==> config.mk <==
export PLATFORM = sky130hd
export DESIGN_NAME = wide_add_sequencer
export DESIGN_NICKNAME = d
export VERILOG_FILES = /design/src/rtl/wide_add_sequencer.sv
export SDC_FILE = /design/constraint.sdc
export NUM_CORES = 1
export LEC_CHECK = 0
export ABC_AREA = 1
export BUFFER_PORTS_ARGS = -buffer_cell sky130_fd_sc_hd__clkbuf_2
export CAP_MARGIN = 10
export CORE_ASPECT_RATIO = 1.1
export CORE_MARGIN = 2
export CORE_UTILIZATION = 37
export CTS_BUF_LIST = sky130_fd_sc_hd__clkbuf_4
export CTS_CLUSTER_SIZE = 8
export DETAILED_ROUTE_END_ITERATION = 7
export PLACE_DENSITY = 0.64
export SLEW_MARGIN = 20
export SYNTH_ARGS = -nofsm -noshare
export SYNTH_HDL_FRONTEND = slang
export SYNTH_SLANG_ARGS = --single-unit
==> constraint.sdc <==
create_clock -name clk -period 4.1 [get_ports clk]
set_clock_uncertainty 0.05 [all_clocks]
set_input_delay 0.82 -clock clk [delete_from_list [all_inputs] [get_ports clk]]
set_output_delay 0.82 -clock clk [all_outputs]
set_load 0.05 [all_outputs]
==> src/rtl/wide_add_sequencer.sv <==
// ---------------------------------------------------------------------------
// wide_add_sequencer
//
// Computes an N*K-bit add or subtract by driving one external N-bit adder
// slice by slice, least-significant slice first. The carry between slices
// is kept in a register, so the wide operation needs no K-times-wider carry
// chain. Subtraction is A + ~B + 1: B is inverted at capture time and the
// initial carry is set to 1.
//
// Ports:
//   clk, rst_n        rising-edge clock, asynchronous active-low reset
//   start             request, sampled only while idle
//   sub               0 = A+B, 1 = A-B (captured with start)
//   op_a, op_b        N*K-bit operands (captured with start)
//   busy              high while running and during the done cycle
//   done              one-cycle completion pulse
//   result            sum/difference register (valid from done onward)
//   cout              carry out of the MS slice (sub: 1 = no borrow)
//   of                signed overflow of the full-width operation
//   add_in1/2, add_cin   drive to the external adder (zero when not running)
//   add_s, add_cout, add_of   response from the external adder
// ---------------------------------------------------------------------------
module wide_add_sequencer #(
    parameter int N = 32,
    parameter int K = 4
) (
    input  logic           clk,
    input  logic           rst_n,
    input  logic           start,
    input  logic           sub,
    input  logic [N*K-1:0] op_a,
    input  logic [N*K-1:0] op_b,
    output logic           busy,
    output logic           done,
    output logic [N*K-1:0] result,
    output logic           cout,
    output logic           of,
    output logic [N-1:0]   add_in1,
    output logic [N-1:0]   add_in2,
    output logic           add_cin,
    input  logic [N-1:0]   add_s,
    input  logic           add_cout,
    input  logic           add_of
);

    // Slice index width; a single-slice build still needs one index bit.
    localparam int IW = (K > 1) ? $clog2(K) : 1;
    localparam logic [IW-1:0] LAST_IDX = IW'(K - 1);

    typedef enum logic [1:0] {
        ST_IDLE = 2'd0,
        ST_RUN  = 2'd1,
        ST_DONE = 2'd2
    } state_t;

    state_t          state_r;
    state_t          state_s;
    logic            accept_s;
    logic            last_s;
    logic [IW-1:0]   idx_r;
    logic            carry_r;
    logic [N*K-1:0]  a_r;
    logic [N*K-1:0]  b_r;
    logic [N*K-1:0]  result_r;
    logic            cout_r;
    logic            of_r;

    // Extract the N-bit slice number i from a full-width vector.
    function automatic logic [N-1:0] get_slice(input logic [N*K-1:0] v,
                                               input logic [IW-1:0]  i);
        return v[i*N +: N];
    endfunction

    // State register.
    always_ff @(posedge clk or negedge rst_n) begin
        if (!rst_n) begin
            state_r <= ST_IDLE;
        end else begin
            state_r <= state_s;
        end
    end

    // Next-state decode plus the accept/last-slice strobes used by the datapath.
    always_comb begin
        state_s  = state_r;
        accept_s = 1'b0;
        last_s   = 1'b0;
        case (state_r)
            ST_IDLE: begin
                if (start) begin
                    state_s  = ST_RUN;
                    accept_s = 1'b1;
                end else begin
                    state_s  = ST_IDLE;
                end
            end
            ST_RUN: begin
                if (idx_r == LAST_IDX) begin
                    state_s = ST_DONE;
                    last_s  = 1'b1;
                end else begin
                    state_s = ST_RUN;
                end
            end
            ST_DONE: begin
                state_s = ST_IDLE;
            end
            default: begin
                state_s = ST_IDLE;
            end
        endcase
    end

    // Operand capture, slice walking, carry chaining and result collection.
    always_ff @(posedge clk or negedge rst_n) begin
        if (!rst_n) begin
            a_r      <= {(N*K){1'b0}};
            b_r      <= {(N*K){1'b0}};
            idx_r    <= {IW{1'b0}};
            carry_r  <= 1'b0;
            result_r <= {(N*K){1'b0}};
            cout_r   <= 1'b0;
            of_r     <= 1'b0;
        end else begin
            case (state_r)
                ST_IDLE: begin
                    if (accept_s) begin
                        a_r     <= op_a;
                        // Subtract as A + ~B + 1: invert now, seed carry with 1.
                        b_r     <= sub ? ~op_b : op_b;
                        carry_r <= sub;
                        idx_r   <= {IW{1'b0}};
                    end
                end
                ST_RUN: begin
                    result_r[idx_r*N +: N] <= add_s;
                    carry_r                <= add_cout;
                    if (last_s) begin
                        // Only the MS slice's flags describe the wide result.
                        cout_r <= add_cout;
                        of_r   <= add_of;
                        idx_r  <= {IW{1'b0}};
                    end else begin
                        idx_r  <= idx_r + IW'(1);
                    end
                end
                ST_DONE: begin
                    idx_r <= {IW{1'b0}};
                end
                default: begin
                    idx_r <= {IW{1'b0}};
                end
            endcase
        end
    end

    // Adder drive: current slice while running, quiet zeros otherwise.
    always_comb begin
        add_in1 = {N{1'b0}};
        add_in2 = {N{1'b0}};
        add_cin = 1'b0;
        if (state_r == ST_RUN) begin
            add_in1 = get_slice(a_r, idx_r);
            add_in2 = get_slice(b_r, idx_r);
            add_cin = carry_r;
        end else begin
            add_in1 = {N{1'b0}};
            add_in2 = {N{1'b0}};
            add_cin = 1'b0;
        end
    end

    // Status flags decode straight from the state register, so they carry no
    // combinational path from any input.
    assign busy   = (state_r == ST_RUN) || (state_r == ST_DONE);
    assign done   = (state_r == ST_DONE);
    assign result = result_r;
    assign cout   = cout_r;
    assign of     = of_r;

endmodule

==> summary.md, run 1 <==
| Metric | Value |
|---|---|
| Worst EP arrival | 2.93 ns |
| Clock Tree Root | sky130_fd_sc_hd__clkbuf_4 |
| Count of final hold-check violations | 0 |
| TritonCTS clock tree | done |
| Data required, critical path | 3.23 ns |
| Cell type with the largest total area after synthesis | sky130_fd_sc_hd__dfrtp_1 |
| Starting Density | 37.2% |
| Syn Nets | 2660 |
| Most area-consuming cells after synthesis | sky130_fd_sc_hd__dfrtp_1, sky130_fd_sc_hd__nand2_1, sky130_fd_sc_hd__xnor2_1, sky130_fd_sc_hd__inv_1, sky130_fd_sc_hd__a21oi_1 |
| Placed Area | 21800 um2 |
| Synth Flop Type | sky130_fd_sc_hd__dfrtp_1 |
| Mapped cell area | 19000 um2 |
| Worst VDD drop | 0.567 mV |
| Share of the synthesized area in the top cell type | 51.6% |
| Width of the chip | 220 um |
| Total number of nets in the final design | 3135 |
| Final instance count without filler cells | 3584 |
| Inserted Clock Buffers | 107 |
| Share of flip-flops with an asynchronous set or reset after synthesis | 100% |
| Family with the most delay on the worst path | buffers and inverters |
| Period utilisation layout | 92.6% |
| Pwr per Cell Area | 871 nW/um2 |
| Top post-synthesis cells by count | sky130_fd_sc_hd__nand2_1, sky130_fd_sc_hd__dfrtp_1, sky130_fd_sc_hd__inv_1 |
| Number of levels in the clock H-tree | 3 |
| Average footprint of a synthesized cell | 8.04 um2 |
| HP Class | primary input to register |
| DR WL/cell | 16.3 um |
| Max Root-Sink Buffers | 3 |
| HPWL after detailed placement | 39400 um |
| Clock Sink Count | 391 |
| Synth-to-Final Area Change | 22.3% |
| Timing-limited maximum frequency | 263 MHz |
| Maximum fanout along the worst path | 39 |
| Max_cap viols | 0 |
| Die Span Y | 241 um |
| Crit path launch type | register |
| Number of I/O pins | 491 |
| Synthesized instance count | 2358 |
| Ordered list of cells on the worst path | inv_1 > ha_1 > inv_2 > buf_12 > a21oi_1 > clkbuf_2 |
| Largest net degree at the start of global routing | 164 |
| Die area | 53100 um2 |
| Cell with the largest stage delay on the worst path | sky130_fd_sc_hd__dfrtp_1 |
| Number of antenna-violating nets in the routed design | 0 |
| Number of instances resized during post-cts repair | 0 |
| Total via count after detailed routing | 17200 |
| Share of layout cells above drive strength 1 | 24.2% |
| Max stage delay on crit path | 0.39 ns |
| Via count normalized by instance count | 4.79 |
| Final number of setup-violating endpoints | 0 |
| Most numerous cell in the Yosys netlist | sky130_fd_sc_hd__nand2_1 |
| GRT Total Usage | 21.6% |
| Post-placement cell count | 3390 |
| 1st-iter DRT viols | 1148 |
| Antenna violations before repair | 12 |
| Final global-route overflow total | 0 |
| Status | complete, no violations |
| Post-Route Setup TNS | 0 ns |
| Post-layout minimum cycle time | 3.80 ns |
| Sequential element share of the synthesized area | 51.6% |
| RD Place Congestion | 0.905 |
| Clock transition at the registers of the reported paths | 0.06 ns |
| Setup Crit Path Kind | register to output port |
| Crit path capture type | output port |
| Later-pin clock latency in the skew report | 0.82 ns |
| CORE AREA | 50900 um2 |
| Leak Pwr | 12.2 nW |
| Register bit total from synthesis | 391 |
| # Post-CTS Setup Buffers | 0 |
| Via count of the first global-routing pass | 16900 |
| Setup repair after global routing missed its margin | false |
| Finished Cell Area | 23200 um2 |
| CTS Hold Buffers Added | 1 |
| Wire length of the first global-routing pass | 89800 um |
| Worst-case headroom to the max-slew limit | 36.9% |
| Detailed Route WL | 58400 um |
| Number of enable flip-flop cells after synthesis | 0 |
| CP bufs+invs | 4 |
| First-pass DRT Iterations | 7 |
| Number of rows created at floorplan | 87 |
| Input/output buffers | 490 |
| Synth Warn # | 0 |
| Actual transition at the worst max-transition pin | 0.947 ns |
| DRC Markers | 0 |
| Max-slew violations | 0 |
| Unique masters post-synth | 21 |
power by group:
part	switching (mW)	internal (mW)	total [mW]	leakage, nW
Sequential	0.728	5.48	6.21	4.81
Clock	1.66	1.96	3.62	0.825
Combinational	7.83	2.54	10.4	6.58
Total	10.2	9.98	20.2	12.2
cell usage in the layout, fill, tap and decap left out, types with 16 or more instances in the layout:
master                     netlist  final
sky130_fd_sc_hd__clkbuf_2        3    488
sky130_fd_sc_hd__nand3_1       134    134
sky130_fd_sc_hd__clkbuf_4        0    161
sky130_fd_sc_hd__a21oi_1       192    192
sky130_fd_sc_hd__clkinv_1        0     16
sky130_fd_sc_hd__buf_4           4     22
sky130_fd_sc_hd__inv_1         297    295
sky130_fd_sc_hd__nor2_1        160    160
sky130_fd_sc_hd__xnor2_1       128    128
sky130_fd_sc_hd__o21ai_1        91     91
sky130_fd_sc_hd__nand2_1       617    617
sky130_fd_sc_hd__o21ai_0       172    172
sky130_fd_sc_hd__dfrtp_1       391    389
stage by stage:
step	hold WS (ns)	worst slack (ns)	util (%)	power, mW
4_1_cts	0.0413	0.196	45.5	20.4
3_3_place_gp	0.415	1.21	42.7	16.5
5_1_grt	0.0865	0.127	45.5	21.7
3_5_place_dp	0.423	1.20	42.7	16.7
2_1_floorplan	0.403	1.37	-	13.9
6_report	0.184	0.303	45.5	20.2
worst min-delay path, stage by stage:
cell and delay, ns:
sky130_fd_sc_hd__clkbuf_2 0.09, sky130_fd_sc_hd__nand2_1 0.05, sky130_fd_sc_hd__o21ai_0 0.07
sequential cells by signal, summed over array words and instances, names as in the netlist:
signal / count
carry_r: 1
idx_r: 2
state_r: 2
b_r: 128
of: 1
a_r: 128
cout: 1
result: 128
layer usage:
layer / GRT usage, % / part of all wire (%) / routed length [um] / up-vias
li1: - / - / - / 8317
met1: 27.1 / 41 / 24200 / 8089
met2: 34.9 / 48 / 27800 / 613
met3: 5.44 / 7.6 / 4410 / 132
met4: 10.0 / 3.4 / 1990 / 8
met5: 0 / 0.092 / 54 / -
worst paths after layout:
path | start | endpoint | slack (ns) | depth (start not counted)
worst max register to register | idx_r[1] | result[96] | 1.33 | 6
worst min register to register | b_r[98] | b_r[98] | 0.43 | 2
worst max-delay path | state_r[1] | add_in2[27] | 0.30 | 6
max in group asynchronous | rst_n | b_r[11] | 2.38 | 3
min in group asynchronous | rst_n | a_r[41] | 0.58 | 2
worst min-delay path | add_s[23] | result[23] | 0.18 | 3
kinds of logic after synthesis:
kind of cell	Yosys count	synth area share [%]
fa+ha+maj	8	0.528
buf+inv	460	10.8
compound gates	455	12.0
flops	391	51.6
simple gates	916	19.1
xor+xnor	128	5.92
cell type report:
class / instances / area, um2
Fill cell: 5146 / 27800
Sequential cell: 391 / 9790
Multi-Input combinational cell: 1507 / 7130
Timing Repair Buffer: 525 / 2880
Clock buffer: 161 / 1210
Inverter: 301 / 1130
Tap cell: 667 / 835
Clock inverter: 24 / 179
Antenna cell: 8 / 20.0
(Power assumes the default switching activity.)
==> run 2: changes to the inputs <==
--- a/config.mk
+++ b/config.mk
@@ -5,7 +5,6 @@
 export SDC_FILE = /design/constraint.sdc
 export NUM_CORES = 1
 export LEC_CHECK = 0
-export ABC_AREA = 1
 export BUFFER_PORTS_ARGS = -buffer_cell sky130_fd_sc_hd__clkbuf_2
 export CAP_MARGIN = 10
 export CORE_ASPECT_RATIO = 1.1
@@ -14,7 +13,7 @@
 export CTS_BUF_LIST = sky130_fd_sc_hd__clkbuf_4
 export CTS_CLUSTER_SIZE = 8
 export DETAILED_ROUTE_END_ITERATION = 7
-export PLACE_DENSITY = 0.64
+export PLACE_DENSITY = 0.65
 export SLEW_MARGIN = 20
 export SYNTH_ARGS = -nofsm -noshare
 export SYNTH_HDL_FRONTEND = slang
==> run 2 against run 1 <==
Against the previous run: sequential cell count unchanged; largest power group unchanged; critical path depth fell by 2; area after synthesis fell by 8.7%; setup slack improved by 0.042 ns.
==> summary.md, run 2 <==
| Metric | Value |
|---|---|
| Antenna violations before repair | 8 |
| Via count of the first global-routing pass | 14500 |
| Number of enable flip-flop cells after synthesis | 0 |
| DRC Markers | 0 |
| Largest net degree at the start of global routing | 128 |
| CP bufs+invs | 2 |
| Die Span Y | 231 um |
| Reg2Reg Launch Point | state_r[1] |
| Unique masters post-synth | 24 |
| Pwr per Cell Area | 865 nW/um2 |
| Final instance count without filler cells | 2808 |
| TritonCTS clock tree | done |
| Leading cell type in the layout, fill and taps excluded | sky130_fd_sc_hd__nand2_1 |
| Synthesized instance count | 1573 |
| Post-layout minimum cycle time | 3.76 ns |
| HPWL after detailed placement | 34500 um |
| Commonest cells after routing, fill and taps aside | sky130_fd_sc_hd__nand2_1, sky130_fd_sc_hd__clkbuf_2, sky130_fd_sc_hd__dfrtp_1 |
| Setup repair after global routing missed its margin | false |
| Synth Flop Type | sky130_fd_sc_hd__dfrtp_1 |
| Post-placement cell count | 2569 |
| Setup Crit Path Kind | register to output port |
| Width of the chip | 210 um |
| DR WL/cell | 18.3 um |
| Clock Tree Root | sky130_fd_sc_hd__clkbuf_4 |
| HP Class | primary input to register |
| Leak Pwr | 11.3 nW |
| Share of flip-flops with an asynchronous set or reset after synthesis | 100% |
| Inserted Clock Buffers | 103 |
| Average footprint of a synthesized cell | 11.0 um2 |
| CORE AREA | 46400 um2 |
| Wire length of the first global-routing pass | 79800 um |
| Depth of the worst hold-timing path | 3 |
| Worst VDD drop | 0.584 mV |
| Max-slew violations | 0 |
| Final number of setup-violating endpoints | 0 |
| Worst setup slack before clock tree synthesis | 0.912 ns |
| Dominant combinational cell family by area after synthesis | simple AND/OR/NAND/NOR gates |
| Final global-route overflow total | 0 |
| Crit path launch type | register |
| Setup ws final | 0.344 ns |
| Mapped cell area | 17300 um2 |
| Maximum fanout along the worst path | 28 |
| Total number of nets in the final design | 2430 |
| R2r endpoint | result[110] |
| Via count normalized by instance count | 4.98 |
| Total via count after detailed routing | 14000 |
| Synth-to-Final Area Change | 27.7% |
| Share of layout cells above drive strength 1 | 34.3% |
| Most numerous cell in the Yosys netlist | sky130_fd_sc_hd__nand2_1 |
| Cell type with the largest total area after synthesis | sky130_fd_sc_hd__dfrtp_1 |
| Number of cells on the critical path | 4 |
| Clock Sink Count | 391 |
| Number of antenna-violating nets in the routed design | 0 |
| Number of cells on the worst reg-to-reg path | 5 |
| Synth Area in Adders | 0.579% |
| Post-Route Setup TNS | 0 ns |
| Number of I/O pins | 491 |
| Clock transition at the registers of the reported paths | 0.07 ns |
| RD Place Congestion | 0.874 |
| Actual transition at the worst max-transition pin | 0.949 ns |
| Data required, critical path | 3.23 ns |
| Synth Warn # | 0 |
| Family with the most delay on the worst path | flip-flops |
| Worst-case headroom to the max-slew limit | 36.5% |
| Count of final hold-check violations | 0 |
| Number of rows created at floorplan | 83 |
| Share of the synthesized area in the top cell type | 56.6% |
| XOR/XNOR share of the synthesized area | 6.48% |
| Sequential element share of the synthesized area | 56.6% |
| Max stage delay on crit path | 0.74 ns |
| Max_cap viols | 0 |
| Status | complete, no violations |
| First-pass DRT Iterations | 5 |
| Top post-synthesis cells by count | sky130_fd_sc_hd__nand2_1, sky130_fd_sc_hd__dfrtp_1, sky130_fd_sc_hd__a22o_1, sky130_fd_sc_hd__o21ai_0, sky130_fd_sc_hd__xnor2_1 |
| Input/output buffers | 490 |
| Worst Min Path Start | op_a[20] |
| 1st-iter DRT viols | 1017 |
| Detailed Route WL | 51300 um |
| Beginning of the critical path | idx_r[0] |
| Die area | 48500 um2 |
| Max Root-Sink Buffers | 3 |
| FF-to-FF setup slack | 1.30 ns |
| Share of the core filled with cells | 47.6% |
| Period utilisation layout | 91.6% |
| Register bit total from synthesis | 391 |
| Starting Density | 37.3% |
| Cell with the largest stage delay on the worst path | sky130_fd_sc_hd__dfrtp_4 |
| Most area-consuming cells after synthesis | sky130_fd_sc_hd__dfrtp_1, sky130_fd_sc_hd__nand2_1, sky130_fd_sc_hd__mux4_2, sky130_fd_sc_hd__a22o_1, sky130_fd_sc_hd__xnor2_1 |
| Timing-limited maximum frequency | 266 MHz |
| Ordered list of cells on the worst path | buf_12 > mux4_2 > and2_1 > clkbuf_2 |
| Later-pin clock latency in the skew report | 0.85 ns |
| Worst EP arrival | 2.89 ns |
| Number of levels in the clock H-tree | 3 |
| Post-synthesis share of cell area spent on and, or, nand and nor gates | 14.1% |
| Multiplexer share of the synthesized area | 8.53% |
| GRT Total Usage | 21.2% |
| Number of instances resized during post-cts repair | 0 |
| Share of the synthesized area in compound gates (AO/OA/AOI/OAI) | 10.3% |
| Crit path capture type | output port |
| Syn Nets | 1875 |
| Hold Path End | a_r[20] |
[run 2: cell count changes after synthesis, sizes merged, moves of 3 or more]
cell,before,now
a21oi,192,0
a22o,0,129
and2,0,66
buf,106,54
clkbuf,53,64
inv,301,5
mux2,0,3
mux4,0,64
nand2,619,520
nand3,135,0
nor2,161,2
o21ai,263,129
[run 2: how the worst max path moves through the flow]
stage | endpoint
floorplan | add_in2[10]
global placement | add_in1[4]
detailed placement | add_in2[3]
CTS | add_in1[14]
global route | add_in1[14]
finish | add_in1[2]
[run 2: stage by stage]
| step | hold WS, ns | total power, mW | cell area [um2] |
|---|---|---|---|
| 2_1_floorplan | 0.390 | 13.3 | 17300 |
| 3_3_place_gp | 0.403 | 15.6 | 20300 |
| 3_5_place_dp | 0.409 | 15.8 | 20300 |
| 4_1_cts | 0.000162 | 19.3 | 22100 |
| 5_1_grt | 0.0523 | 20.3 | 22100 |
| 6_report | 0.130 | 19.1 | 22100 |
[run 2: kinds of logic after synthesis]
kind of cell	Yosys count
buf+inv	123
fa+ha+maj	8
xor+xnor	128
mux	67
simple gates	596
flops	391
compound gates	260
[run 2: cell type report]
| cell class | instances | area [um2] |
|---|---|---|
| inverters | 5 | 18.8 |
| multi-input cells | 1059 | 6970 |
| well taps | 595 | 744 |
| diodes | 4 | 10.0 |
| clock inverters | 46 | 231 |
| flip-flops and latches | 391 | 9790 |
| fillers | 4313 | 24300 |
| repair buffers | 568 | 3290 |
| clock buffers | 140 | 1050 |
[run 2: tightest hold or removal path, delay by kind of cell]
family	cells	cell delay, ns
AND/OR/NAND/NOR	2	0.09
buffers and inverters	1	0.08
[run 2: repair_timing]
item                                   CTS  global route
setup endpoints to repair               37             0
endpoints found under the hold margin  128             0
buffers inserted                         1             0
hold buffers                            48             0
[run 2: metal layers]
metal | vias to the layer above | GRT usage (%) | share of wire, % | wire length, um
li1 | 6461 | - | - | -
met1 | 6858 | 25.6 | 40 | 20600
met2 | 544 | 35.4 | 49 | 25200
met3 | 121 | 5.54 | 7.0 | 3580
met4 | 6 | 10.1 | 3.5 | 1800
met5 | - | 0 | 0.078 | 40
[run 2: power breakdown]
group | leakage [nW] | switching (mW) | internal [mW]
combinational | 5.52 | 6.19 | 2.93
sequential | 5.02 | 1.09 | 5.56
clock | 0.773 | 1.68 | 1.66
total | 11.3 | 8.97 | 10.2
